==> config.mk <==
export PLATFORM = sky130hd
export DESIGN_NAME = id_exe_pipe_reg
export DESIGN_NICKNAME = d
export VERILOG_FILES = /design/src/rtl/id_exe_pipe_reg.sv
export SDC_FILE = /design/constraint.sdc
export NUM_CORES = 1
export LEC_CHECK = 0
export CORE_MARGIN = 3
export CORE_UTILIZATION = 40
export CTS_CLUSTER_DIAMETER = 50
export DETAILED_ROUTE_END_ITERATION = 10
export GPL_TIMING_DRIVEN = 0
export PLACE_DENSITY_LB_ADDON = 0.05
export SLEW_MARGIN = 15
export SYNTH_ARGS = -nofsm -noshare
export SYNTH_HDL_FRONTEND = slang
export SYNTH_SLANG_ARGS = --single-unit
==> constraint.sdc <==
create_clock -name clk -period 2.6 [get_ports clk]
set_input_delay 0.65 -clock clk [delete_from_list [all_inputs] [get_ports clk]]
set_output_delay 0.65 -clock clk [all_outputs]
set_load 0.05 [all_outputs]
==> src/rtl/id_exe_pipe_reg.sv <==
// ID/EXE pipeline register with load-use hazard detection, one-bubble insertion,
// freeze/flush handling and a saturating bubble counter.
module id_exe_pipe_reg #(
  parameter int unsigned DATA_W = 32,
  parameter int unsigned REG_AW = 5,
  parameter int unsigned CMD_W  = 4,
  parameter int unsigned CNT_W  = 16
) (
  input  logic              clk,
  input  logic              rst,
  input  logic              freeze,
  input  logic              flush,

  input  logic              id_valid,
  input  logic [DATA_W-1:0] id_pc,
  input  logic [DATA_W-1:0] id_val1,
  input  logic [DATA_W-1:0] id_val2,
  input  logic [REG_AW-1:0] id_src1,
  input  logic [REG_AW-1:0] id_src2,
  input  logic [REG_AW-1:0] id_dest,
  input  logic [CMD_W-1:0]  id_exe_cmd,
  input  logic              id_wb_en,
  input  logic              id_mem_r_en,
  input  logic              id_mem_w_en,
  input  logic              id_is_imm,
  input  logic [1:0]        id_br_type,

  output logic              exe_valid,
  output logic [DATA_W-1:0] exe_pc,
  output logic [DATA_W-1:0] exe_val1,
  output logic [DATA_W-1:0] exe_val2,
  output logic [REG_AW-1:0] exe_src1,
  output logic [REG_AW-1:0] exe_src2,
  output logic [REG_AW-1:0] exe_dest,
  output logic [CMD_W-1:0]  exe_exe_cmd,
  output logic              exe_wb_en,
  output logic              exe_mem_r_en,
  output logic              exe_mem_w_en,
  output logic              exe_is_imm,
  output logic [1:0]        exe_br_type,

  output logic              hazard_stall,
  output logic [CNT_W-1:0]  bubble_count
);

  localparam logic [1:0] BrBne = 2'b10;

  typedef struct packed {
    logic              valid;
    logic [DATA_W-1:0] pc;
    logic [DATA_W-1:0] val1;
    logic [DATA_W-1:0] val2;
    logic [REG_AW-1:0] src1;
    logic [REG_AW-1:0] src2;
    logic [REG_AW-1:0] dest;
    logic [CMD_W-1:0]  exe_cmd;
    logic              wb_en;
    logic              mem_r_en;
    logic              mem_w_en;
    logic              is_imm;
    logic [1:0]        br_type;
  } pipe_t;

  typedef enum logic [0:0] {
    StRun    = 1'b0,
    StBubble = 1'b1
  } state_e;

  state_e           state_q, state_d;
  pipe_t            pipe_q, pipe_d, id_bundle;
  logic [CNT_W-1:0] cnt_q, cnt_d;

  logic uses_src2;
  logic raw_hazard;
  logic load_bubble;
  logic load_id;
  logic count_bubble;

  assign id_bundle = '{
    valid:    id_valid,
    pc:       id_pc,
    val1:     id_val1,
    val2:     id_val2,
    src1:     id_src1,
    src2:     id_src2,
    dest:     id_dest,
    exe_cmd:  id_exe_cmd,
    wb_en:    id_wb_en,
    mem_r_en: id_mem_r_en,
    mem_w_en: id_mem_w_en,
    is_imm:   id_is_imm,
    br_type:  id_br_type
  };

  // BNE compares both registers and stores read src2 as data, even with an immediate.
  assign uses_src2 = ~id_is_imm | (id_br_type == BrBne) | id_mem_w_en;

  assign raw_hazard = pipe_q.valid & pipe_q.mem_r_en & pipe_q.wb_en &
                      (pipe_q.dest != '0) & id_valid &
                      ((id_src1 == pipe_q.dest) | (uses_src2 & (id_src2 == pipe_q.dest)));

  assign hazard_stall = (state_q == StRun) & raw_hazard & ~flush;

  // FSM state register
  always_ff @(posedge clk) begin
    if (rst) begin
      state_q <= StRun;
    end else begin
      state_q <= state_d;
    end
  end

  // FSM next state
  always_comb begin
    state_d = state_q;
    if (flush) begin
      state_d = StRun;
    end else if (!freeze) begin
      unique case (state_q)
        StRun:    state_d = hazard_stall ? StBubble : StRun;
        StBubble: state_d = StRun;
        default:  state_d = StRun;
      endcase
    end
  end

  // FSM outputs: what the pipeline register does at the next edge
  always_comb begin
    load_bubble  = 1'b0;
    load_id      = 1'b0;
    count_bubble = 1'b0;
    if (flush) begin
      load_bubble = 1'b1;
    end else if (!freeze) begin
      unique case (state_q)
        StRun: begin
          load_bubble  = hazard_stall;
          count_bubble = hazard_stall;
          load_id      = ~hazard_stall;
        end
        StBubble: load_id = 1'b1;
        default:  load_id = 1'b1;
      endcase
    end
  end

  always_comb begin
    pipe_d = pipe_q;
    if (load_bubble) begin
      pipe_d = '0;
    end else if (load_id) begin
      pipe_d = id_bundle;
    end
  end

  always_comb begin
    cnt_d = cnt_q;
    if (count_bubble && (cnt_q != '1)) begin
      cnt_d = cnt_q + 1'b1;
    end
  end

  always_ff @(posedge clk) begin
    if (rst) begin
      pipe_q <= '0;
      cnt_q  <= '0;
    end else begin
      pipe_q <= pipe_d;
      cnt_q  <= cnt_d;
    end
  end

  assign exe_valid    = pipe_q.valid;
  assign exe_pc       = pipe_q.pc;
  assign exe_val1     = pipe_q.val1;
  assign exe_val2     = pipe_q.val2;
  assign exe_src1     = pipe_q.src1;
  assign exe_src2     = pipe_q.src2;
  assign exe_dest     = pipe_q.dest;
  assign exe_exe_cmd  = pipe_q.exe_cmd;
  assign exe_wb_en    = pipe_q.wb_en;
  assign exe_mem_r_en = pipe_q.mem_r_en;
  assign exe_mem_w_en = pipe_q.mem_w_en;
  assign exe_is_imm   = pipe_q.is_imm;
  assign exe_br_type  = pipe_q.br_type;
  assign bubble_count = cnt_q;

endmodule
==> results.md <==
- Status: finished, final reports clean
- # hold bufs at CTS: 0
- First-pass iteration count of the detailed router: 5
- Seq/Total Area, Yosys: 0.520
- DIE AREA: 0.0148 sq mm
- Hold Path End: exe_pc[1]
- Final instance area: 0.00897 sq mm
- IO buf count: 264
- Reg2Reg Setup Slack: 0.24 ns
- Number of synthesized flops with an enable pin: 0
- Die width: 122 um
- Fin crit period: 2.56 ns
- DRT antenna net count: 0
- Busiest metal layer after global routing: met2
- R2R Path End: exe_val2[5]
- Max_cap viols: 0
- Worst-Skew Late Latency: 0.41 ns
- WHS Path Cells: 2
- H-tree levels: 4
- Syn Nets: 656
- Endpoint class of the critical path: output port
- Crit path launch: id_is_imm
- Peak VDD IR: 0.436 mV
- Largest net degree at the start of global routing: 17
- Layout area overhead: 67.8%
- WL/cell: 16.3 um
- Clock slew at reported path FFs: 0.05 ns
- Total gr overflow: 0
- Crit start category: input port
- # clock sinks: 139
- Kind of critical path: in -> out
- First-pass GRT wire length: 25000 um
- Fin. max-slew vios: 0
- Max Freq: 391 MHz
- Gr usage total: 0.217
- Routability congestion estimate: 0.807
- Fin crit share: 0.984
- Async SR Flop Fraction: 0
- Cells after Synth: 529
- Total number of vias: 4878
- TritonCTS Buffers: 17
- Post-Route Setup TNS: 0 ns
- Initial core utilization: 0.417
- Final non-filler cell total: 1000
- Final Core Density: 0.699
- Worst-margin pin slew: 0.582 ns
- Max FO, Critical Path: 3
- First-iteration detailed-routing DRC count: 221
- Synth warn: 0
- Worst min-delay path startpoint: exe_pc[1]
- TritonCTS clock tree: yes
- Post-Route WL: 16300 um
- Layout cells sized above 1: 0.0872
- Met1 GRT Util: 0.230
- Share of power burned in registers: 0.418
- Seq cells post-synth: 139
- Initial antenna violation count: 3
- I/O Pins: 265
- Hold WC Path Type: reg -> reg
- Vias in the first global route: 4963
- Final nets: 940
- Leak: 0.00338 uW
- Clock share of power: 0.448
- Main flop type after synthesis: dfxtp_1
- Post-DP HPWL: 12700 um
- Site Rows: 41
- Core footprint: 0.0128 sq mm
- WP data required: 1.95 ns
- Post-DP Area: 0.00820 sq mm
- Vias per cell: 4.88
- R2R Path Start: exe_dest[0]
- CTS root buf: clkbuf_16
- Syn_area_per_cell: 10.1 sq um
- Cell Int Power: 4030 uW
- Bufs on Longest Clock Path: 2
- Die span in y: 122 um
- Final setup vio count: 0
- Reg2Reg Depth: 8
- Unique masters post-synth: 37
- Final Hold Viols: 0
- Post-Syn Area: 0.00535 sq mm
- Logic gate share of total power: 0.134
- Met2 usage: 0.378
- Power, Total: 5260 uW
- Relative slew slack: 0.611
- DRC viols: 0
- Psw: 1230 uW
- Met3 Use GR: 0.102
- Max Clock Skew: 0.00536 ns
- PD cells: 587 mW/mm^2
- Fillers: 1003
- Net Sw Frac: 0.233
- Critical Path AT: 1.91 ns
- Placed cells: 965
==> state kept, by name, indices dropped and copies added (netlist names), 2 cells and up <==
register	cells
bubble_count	16
exe_src1	5
exe_pc	32
exe_dest	5
exe_val2	32
exe_val1	32
exe_exe_cmd	4
exe_src2	5
exe_br_type	2
==> metal layers <==
layer | share of wire | vias to the layer above
met5 | 0.00080 | -
li1 | - | 2381
met3 | 0.097 | 26
met4 | 0.021 | 2
met1 | 0.37 | 2273
met2 | 0.51 | 196
==> metrics by stage <==
step,hold slack (ns),setup slack [ns]
detailed placement,0.482,-0.804
global placement,0.471,-0.784
floorplan,0.468,0.208
CTS,0.493,-0.0667
finish,0.491,0.0420
global route,0.514,-0.0108
==> cells by family (layout without fill, tap and decap cells) <==
logic type | Yosys count | in the layout | share of synthesized area
flops | 139 | 139 | 0.520
simple gates | 197 | 197 | 0.165
compound gates | 30 | 30 | 0.0332
mux | 120 | 120 | 0.225
other cells | 0 | 2 | 0
buf+inv | 30 | 327 | 0.0342
xor+xnor | 12 | 12 | 0.0197
fa+ha+maj | 1 | 1 | 0.00234
==> worst max-delay path by stage <==
| stage | endpoint | slack (ns) | cells past startpoint |
|---|---|---|---|
| after floorplan | hazard_stall | 0.21 | 4 |
| after global placement | hazard_stall | -0.78 | 6 |
| after detailed placement | hazard_stall | -0.80 | 6 |
| after CTS | hazard_stall | -0.07 | 6 |
| after global routing | hazard_stall | -0.01 | 5 |
| final | hazard_stall | 0.04 | 6 |
==> repair_timing <==
item,CTS,global route
pin swaps,0,4
gates resized for setup,15,33
endpoints found under the setup margin,42,87
setup buffers,0,1
==> critical path, cell delays in order <==
cell             delay [ns]
clkdlybuf4s50_1        0.54
nand2b_4               0.08
o21ai_1                0.22
o22ai_4                0.11
and2_4                 0.17
buf_8                  0.14
==> synth_stat cells, types with 2 or more instances <==
| master | n | area share |
|---|---|---|
| a21oi_1 | 8 | 0.0075 |
| a22oi_1 | 5 | 0.0070 |
| and3_1 | 4 | 0.0047 |
| buf_1 | 5 | 0.0035 |
| buf_2 | 5 | 0.0047 |
| buf_6 | 8 | 0.017 |
| clkbuf_1 | 10 | 0.0070 |
| dfxtp_1 | 139 | 0.52 |
| mux2_2 | 3 | 0.0063 |
| mux2i_1 | 117 | 0.22 |
| nand2_1 | 14 | 0.0098 |
| nand2b_1 | 4 | 0.0047 |
| nand3_1 | 5 | 0.0047 |
| nand3b_1 | 2 | 0.0028 |
| nand4_1 | 9 | 0.011 |
| nand4b_1 | 2 | 0.0033 |
| nor2_1 | 132 | 0.093 |
| nor2b_1 | 6 | 0.0070 |
| nor3_1 | 2 | 0.0019 |
| o21ai_0 | 11 | 0.010 |
| o22ai_1 | 2 | 0.0023 |
| or2_2 | 2 | 0.0023 |
| or3_1 | 6 | 0.0070 |
| or4_1 | 5 | 0.0070 |
| xnor2_1 | 10 | 0.016 |
| xor2_1 | 2 | 0.0033 |
==> area by class of cell <==
cell class	instances	area [sq um]	share of cell area
antenna	2	5.00	0.000558
buffer	29	183	0.0204
clock buffer	25	495	0.0552
clock inverter	7	87.6	0.00976
inverter	1	3.75	0.000418
multi-input combinational	360	2510	0.280
sequential	139	2780	0.310
tap	172	215	0.0240
timing repair buffer	265	2680	0.299
==> cell usage in the layout (no fill, tap or decap), drive strengths merged, types with 2 or more instances in the layout <==
master         netlist  layout
nor2b                6       6
a21oi                9       9
and3                 4       4
o21ai               11      11
a22oi                5       5
clkbuf              10      35
nand4                9       9
buf                 19      21
nand3                5       5
bufinv               0       2
nor4                 2       2
nand4b               2       2
nand2               14      14
o22ai                2       2
dfxtp              139     139
nand3b               2       2
mux2i              117     117
or3                  6       6
dlymetal6s2s         0      11
or2                  2       2
xnor2               10      10
xor2                 2       2
clkdlybuf4s50        0     252
nor3                 2       2
nand2b               4       4
clkinv               0       4
nor2               132     132
diode                0       2
or4                  5       5
mux2                 3       3
==> power by group through the flow <==
stage	clock [uW]	combinational, uW	sequential, uW
floorplan	0	213	2390
global placement	0	678	2240
detailed placement	0	691	2240
CTS	2410	699	2200
global route	2510	747	2200
finish	2360	704	2200
Note: power is estimated with default switching activity, not from simulation.
==> variant 1, RTL diff (same settings) <==
Set the parameter `CNT_W` to 32 (it was 16).
--- a/src/rtl/id_exe_pipe_reg.sv
+++ b/src/rtl/id_exe_pipe_reg.sv
@@ -4,7 +4,7 @@
   parameter int unsigned DATA_W = 32,
   parameter int unsigned REG_AW = 5,
   parameter int unsigned CMD_W  = 4,
-  parameter int unsigned CNT_W  = 16
+  parameter int unsigned CNT_W  = 32
 ) (
   input  logic              clk,
   input  logic              rst,
Interface: changed (resized bubble_count); port bits go from 265 to 281. The function was not compared with the original's and may differ.
==> variant 1 against the original RTL <==
Via count up 17%. Area after synthesis up 14%. Die area rose by 13%. Sequential share of layout area grew 0.43 points. Clock power decreased by 3%. Total power increased by 2.8%. Largest cell class unchanged. Count of clock-buffer cells in the layout did not move. Critical endpoint unchanged. Non-clock buffer count rose by 32. Setup slack better by 0.043 ns. Routed wire length is 22% higher. Sequential cell count is 16 higher. Final cell count up 13%. Final area up 11%.
==> variant 1: results (changes against the original RTL) <==
metric,value,unit,change
critPathMaxFanout,3,,unchanged
maxSlewHeadroom,59.6,%,-1.5 points
avgViaCountPerCell,5.05,,+3.6%
ir_worst_vdd,0.406,mV,-7.0%
min_path_type,reg2reg,,
yosys-top-cells-area,"dfxtp_1, mux2i_1, nor2_1, a21oi_1, or3_1",,
skew,0.00693,ns,+0.00158 ns
num_vias,5700,,+17%
grt_max_degree,17,,unchanged
status,completed,,
cts_inserted_buffers,17,,unchanged
cp.arrival,1.86,ns,-0.05 ns
grt_first_pass_wirelength,30.6,mm,+22%
totalWireLength,19.9,mm,+22%
place.gp.congestion,0.834,,+3.3%
clock_path_buffers,2,,unchanged
drt_iter0_drc,171,,-23%
grt_pass1_vias,5893,,+19%
drc,0,,unchanged
critical-path-slowest-cell,or3_4,,
synthesis.nets,751,,+14%
synthCells,624,,+18%
dr.pass1.iters,4,,-1
drive_gt1_share,10.2,%,+1.5 points
clk_latency,0.41,ns,about the same
clockRootBuffer,clkbuf_16,,
place_area,0.00912,mm^2,+11%
clkTransAtPathRegs,0.06,ns,
synth.distinct_cells,40,,+8.1%
synth_commonest_cells,"dfxtp_1, nor2_1, mux2i_1, a21oi_1, clkbuf_1",,
async_flop_share,0,%,unchanged
cpPeakStageDelay,0.45,ns,-0.09 ns
antenna_found_initial,6,,+3
switching_power,1.28,mW,+4.5%
path_delay_family,simple AND/OR/NAND/NOR gates,,
h-tree-depth,4,,unchanged
ys.warnings.count,0,,unchanged
io_buffers,279,,+5.7%
dpl.hpwl,15.0,mm,+19%
ys_seq_area_share,50.9,%,-1.1 points
grt_usage,23.3,%,+1.6 points
finalNetCount,1058,,+13%
p_leak,3.65,nW,+7.8%
[variant 1: cell count changes in the layout (fill, tap and decap cells not counted), sizes merged, moves of 5 or more]
| cell | delta |
|---|---|
| dfxtp | +16 |
| a22oi | -5 |
| nand2 | +5 |
| clkbuf | +21 |
| a21oi | +18 |
| nand3 | +8 |
| nand4 | +5 |
| or4 | +5 |
| or3 | +11 |
| clkdlybuf4s50 | +10 |
| dlygate4sd2 | +5 |
| o21ai | +10 |
[variant 1: power groups by stage]
stage / Sequential [mW] / Combinational, mW / Clock [mW]
after global routing: 2.44 / 0.738 / 2.40
final: 2.44 / 0.692 / 2.28
after global placement: 2.49 / 0.666 / 0
after detailed placement: 2.49 / 0.678 / 0
after CTS: 2.44 / 0.690 / 2.32
after floorplan: 2.64 / 0.201 / 0
[variant 1: repair_timing]
item | in CTS | in global routing
buffers inserted | 6 | 3
resized for setup | 37 | 56
pin swaps | 6 | 6
endpoints found under the setup margin | 142 | 131
gates cloned | 0 | 1
[variant 1: metrics by stage]
step	power, mW	worst slack (ns)
CTS	5.45	-0.0576
global route	5.58	0.00293
finish	5.41	0.0853
global placement	3.16	-1.18
floorplan	2.84	0.0174
detailed placement	3.17	-1.18
[variant 1: cell type report]
class | count | area, um^2
antenna | 4 | 10.0
fill | 1187 | 4760
timing repair buffer | 289 | 2910
clock buffer | 25 | 485
sequential | 155 | 3130
clock inverter | 3 | 40.0
inverter | 4 | 15.0
multi-input combinational | 427 | 2880
buffer | 37 | 248
tap | 184 | 230
[variant 1: kinds of logic after synthesis]
group           Yosys count  synth area share [%]
compound gates           59                  5.50
buf+inv                  42                  3.22
mux                     122                  20.1
flops                   155                  50.9
simple gates            229                  17.8
xor+xnor                 16                  2.30
fa+ha+maj                 1                 0.205
[variant 1: final timing paths]
check	start	to	slack [ns]	cells after the start
max reg2reg	bubble_count[9]	bubble_count[15]	0.15	8
min	exe_val2[8]	exe_val2[8]	0.49	2
max	id_valid	hazard_stall	0.09	7
min reg2reg	exe_val2[8]	exe_val2[8]	0.49	2
[variant 1: routing by layer]
| layer | global-route usage [%] | vias up | share of wire [%] |
|---|---|---|---|
| met2 | 41.8 | 188 | 53 |
| li1 | - | 2782 | - |
| met1 | 25.3 | 2686 | 37 |
| met3 | 8.66 | 40 | 7.6 |
| met4 | 8.13 | 4 | 2.5 |
| met5 | 0 | - | 0.14 |
[variant 1: worst reg2reg max path: stages (launching register included)]
cell	delay, ns
dfxtp_2	0.39
nand3_2	0.13
or4_1	0.48
buf_4	0.17
or4_4	0.54
nand4_1	0.22
buf_4	0.19
xor2_1	0.15
nor2_1	0.06
==> variant 2, RTL diff (same flow settings) <==
Without the edit above. Make the reset (`rst`) asynchronous in 2 clocked blocks.
--- a/src/rtl/id_exe_pipe_reg.sv
+++ b/src/rtl/id_exe_pipe_reg.sv
@@ -102,7 +102,7 @@
   assign hazard_stall = (state_q == StRun) & raw_hazard & ~flush;
 
   // FSM state register
-  always_ff @(posedge clk) begin
+  always_ff @(posedge clk or posedge rst) begin
     if (rst) begin
       state_q <= StRun;
     end else begin
@@ -160,7 +160,7 @@
     end
   end
 
-  always_ff @(posedge clk) begin
+  always_ff @(posedge clk or posedge rst) begin
     if (rst) begin
       pipe_q <= '0;
       cnt_q  <= '0;
Check against the original RTL: differs if rst is asserted again (counterexample within 4 cycles, from zero or initial values and one cycle with rst high); with rst held inactive, the same outputs for 4 cycles.
==> variant 2 against the original RTL <==
Hold slack better by 0.015 ns. Sequential cell count stayed put. Area after synthesis is 17% higher. Total power is 17% higher. Routed wire length grew 25%. Final area up 12%. Setup slack gained 0.020 ns. First-iteration DRC count increased by 40%. Largest power group unchanged. Highest routed layer unchanged.
==> variant 2: results (changes against the original RTL) <==
metric,value,unit,change
synthMuxAreaShare,0.360,%,-22 points
avgViaCountPerCell,5.04,,+3.4%
synthesis.nets,769,,+17%
grt_pass1_vias,5972,,+20%
synth.distinct_cells,29,,-22%
rrSetupSlack,0.28,ns,+0.04 ns
synth_adder_area_share,0.200,%,-0.034 points
drive_gt1_share,7.62,%,-1.1 points
io_buffers,263,,-0.38%
ys_seq_area_share,55.6,%,+3.5 points
status,completed,,
worst_pin_slew,0.685,ns,+0.103 ns
path_delay_family,simple AND/OR/NAND/NOR gates,,
critPathMaxFanout,4,,+1
ir_worst_vdd,0.495,mV,+14%
grt_max_degree,37,,+20
critical-path-slowest-cell,or4_4,,
r2r-start,exe_dest[4],,
place_ws,-1.27,ns,-0.462 ns
skew,0.00457,ns,-0.000781 ns
grt_usage,23.6,%,+1.9 points
grt_first_pass_wirelength,31.2,mm,+25%
antenna_found_initial,6,,+3
yosys_most_used_dff,dfrtp_1,,
synth-xor-area-share,3.36,%,+1.4 points
num_vias,5866,,+20%
yosys-top-cells-area,"dfrtp_1, nand3b_1, a21oi_1, nand2_1, clkbuf_1",,
regToRegEndpoint,bubble_count[14],,
totalWireLength,20.5,mm,+25%
finalNetCount,1060,,+13%
fillers,1279,,+28%
cp.arrival,1.89,ns,-0.02 ns
dpl.hpwl,15.2,mm,+20%
synth_compound_area_share,10.3,%,+7.0 points
p_leak,4.14,nW,+22%
timing.final.crit_share,97.6,%,-0.76 points
drt_iter0_drc,310,,+40%
cpPeakStageDelay,0.56,ns,+0.02 ns
place.gp.congestion,0.823,,+2.0%
async_flop_share,100,%,+100 points
variant 2: where the power goes:
group	leakage (nW)	internal (mW)	switching, mW
registers	1.85	2.26	0.0611
logic	1.97	0.459	0.669
clock network	0.316	1.82	0.903
variant 2: logic make-up (layout without fill, tap and decap cells):
family                     count (synthesis)  count (layout)
buffers and inverters                     59             362
AOI/OAI and AO/OA                        126             126
other                                      0               7
muxes                                      2               2
DFF                                      139             139
and+or+nand+nor                          291             291
xor gates and xnor gates                  24              24
adders and majority gates                  1               1
variant 2: worst min path at each step:
stage                     from              end  slack (ns)  cells after the start
6_report       bubble_count[7]  bubble_count[7]        0.51                      1
5_1_grt        bubble_count[7]  bubble_count[7]        0.54                      1
4_1_cts        bubble_count[7]  bubble_count[7]        0.51                      1
3_5_place_dp   bubble_count[9]  bubble_count[9]        0.50                      1
3_3_place_gp   bubble_count[7]  bubble_count[7]        0.48                      1
2_1_floorplan          state_q          state_q        0.48                      2
variant 2: area by class of cell:
cell class              instances  share of cell area (%)
clock inverters                11                    2.17
clock buffers                  20                    4.46
repair buffers                274                    27.5
multi-input cells             444                    25.8
inverters                       3                   0.150
plain buffers                  54                    2.30
diodes                          7                   0.175
flip-flops and latches        139                    34.7
well taps                     211                    2.63
variant 2: metrics by stage:
step / hold WS (ns) / setup TNS, ns / utilization (%) / instance area (um^2)
6_report: 0.507 / 0 / 65.7 / 10000
2_1_floorplan: 0.479 / 0 / - / 6260
5_1_grt: 0.537 / 0 / 65.7 / 10000
3_5_place_dp: 0.503 / -28.27 / 60.6 / 9250
3_3_place_gp: 0.479 / -162.21 / 60.0 / 9160
4_1_cts: 0.514 / 0 / 65.5 / 10000
variant 2: metal layers:
metal | wire, um | vias up | global-route usage (%)
li1 | - | 2798 | -
met1 | 8420 | 2797 | 29.5
met2 | 9830 | 230 | 38.4
met3 | 1740 | 39 | 7.66
met4 | 488 | 2 | 8.71
met5 | 7 | - | 0
variant 2: timing repair:
item / 4_1_cts / 5_1_grt
pin swaps: 10 / 6
setup buffers: 7 / 0
endpoints found under the setup margin: 1 / 40
gates resized for setup: 37 / 8
endpoints found under the hold margin: 0 / 0
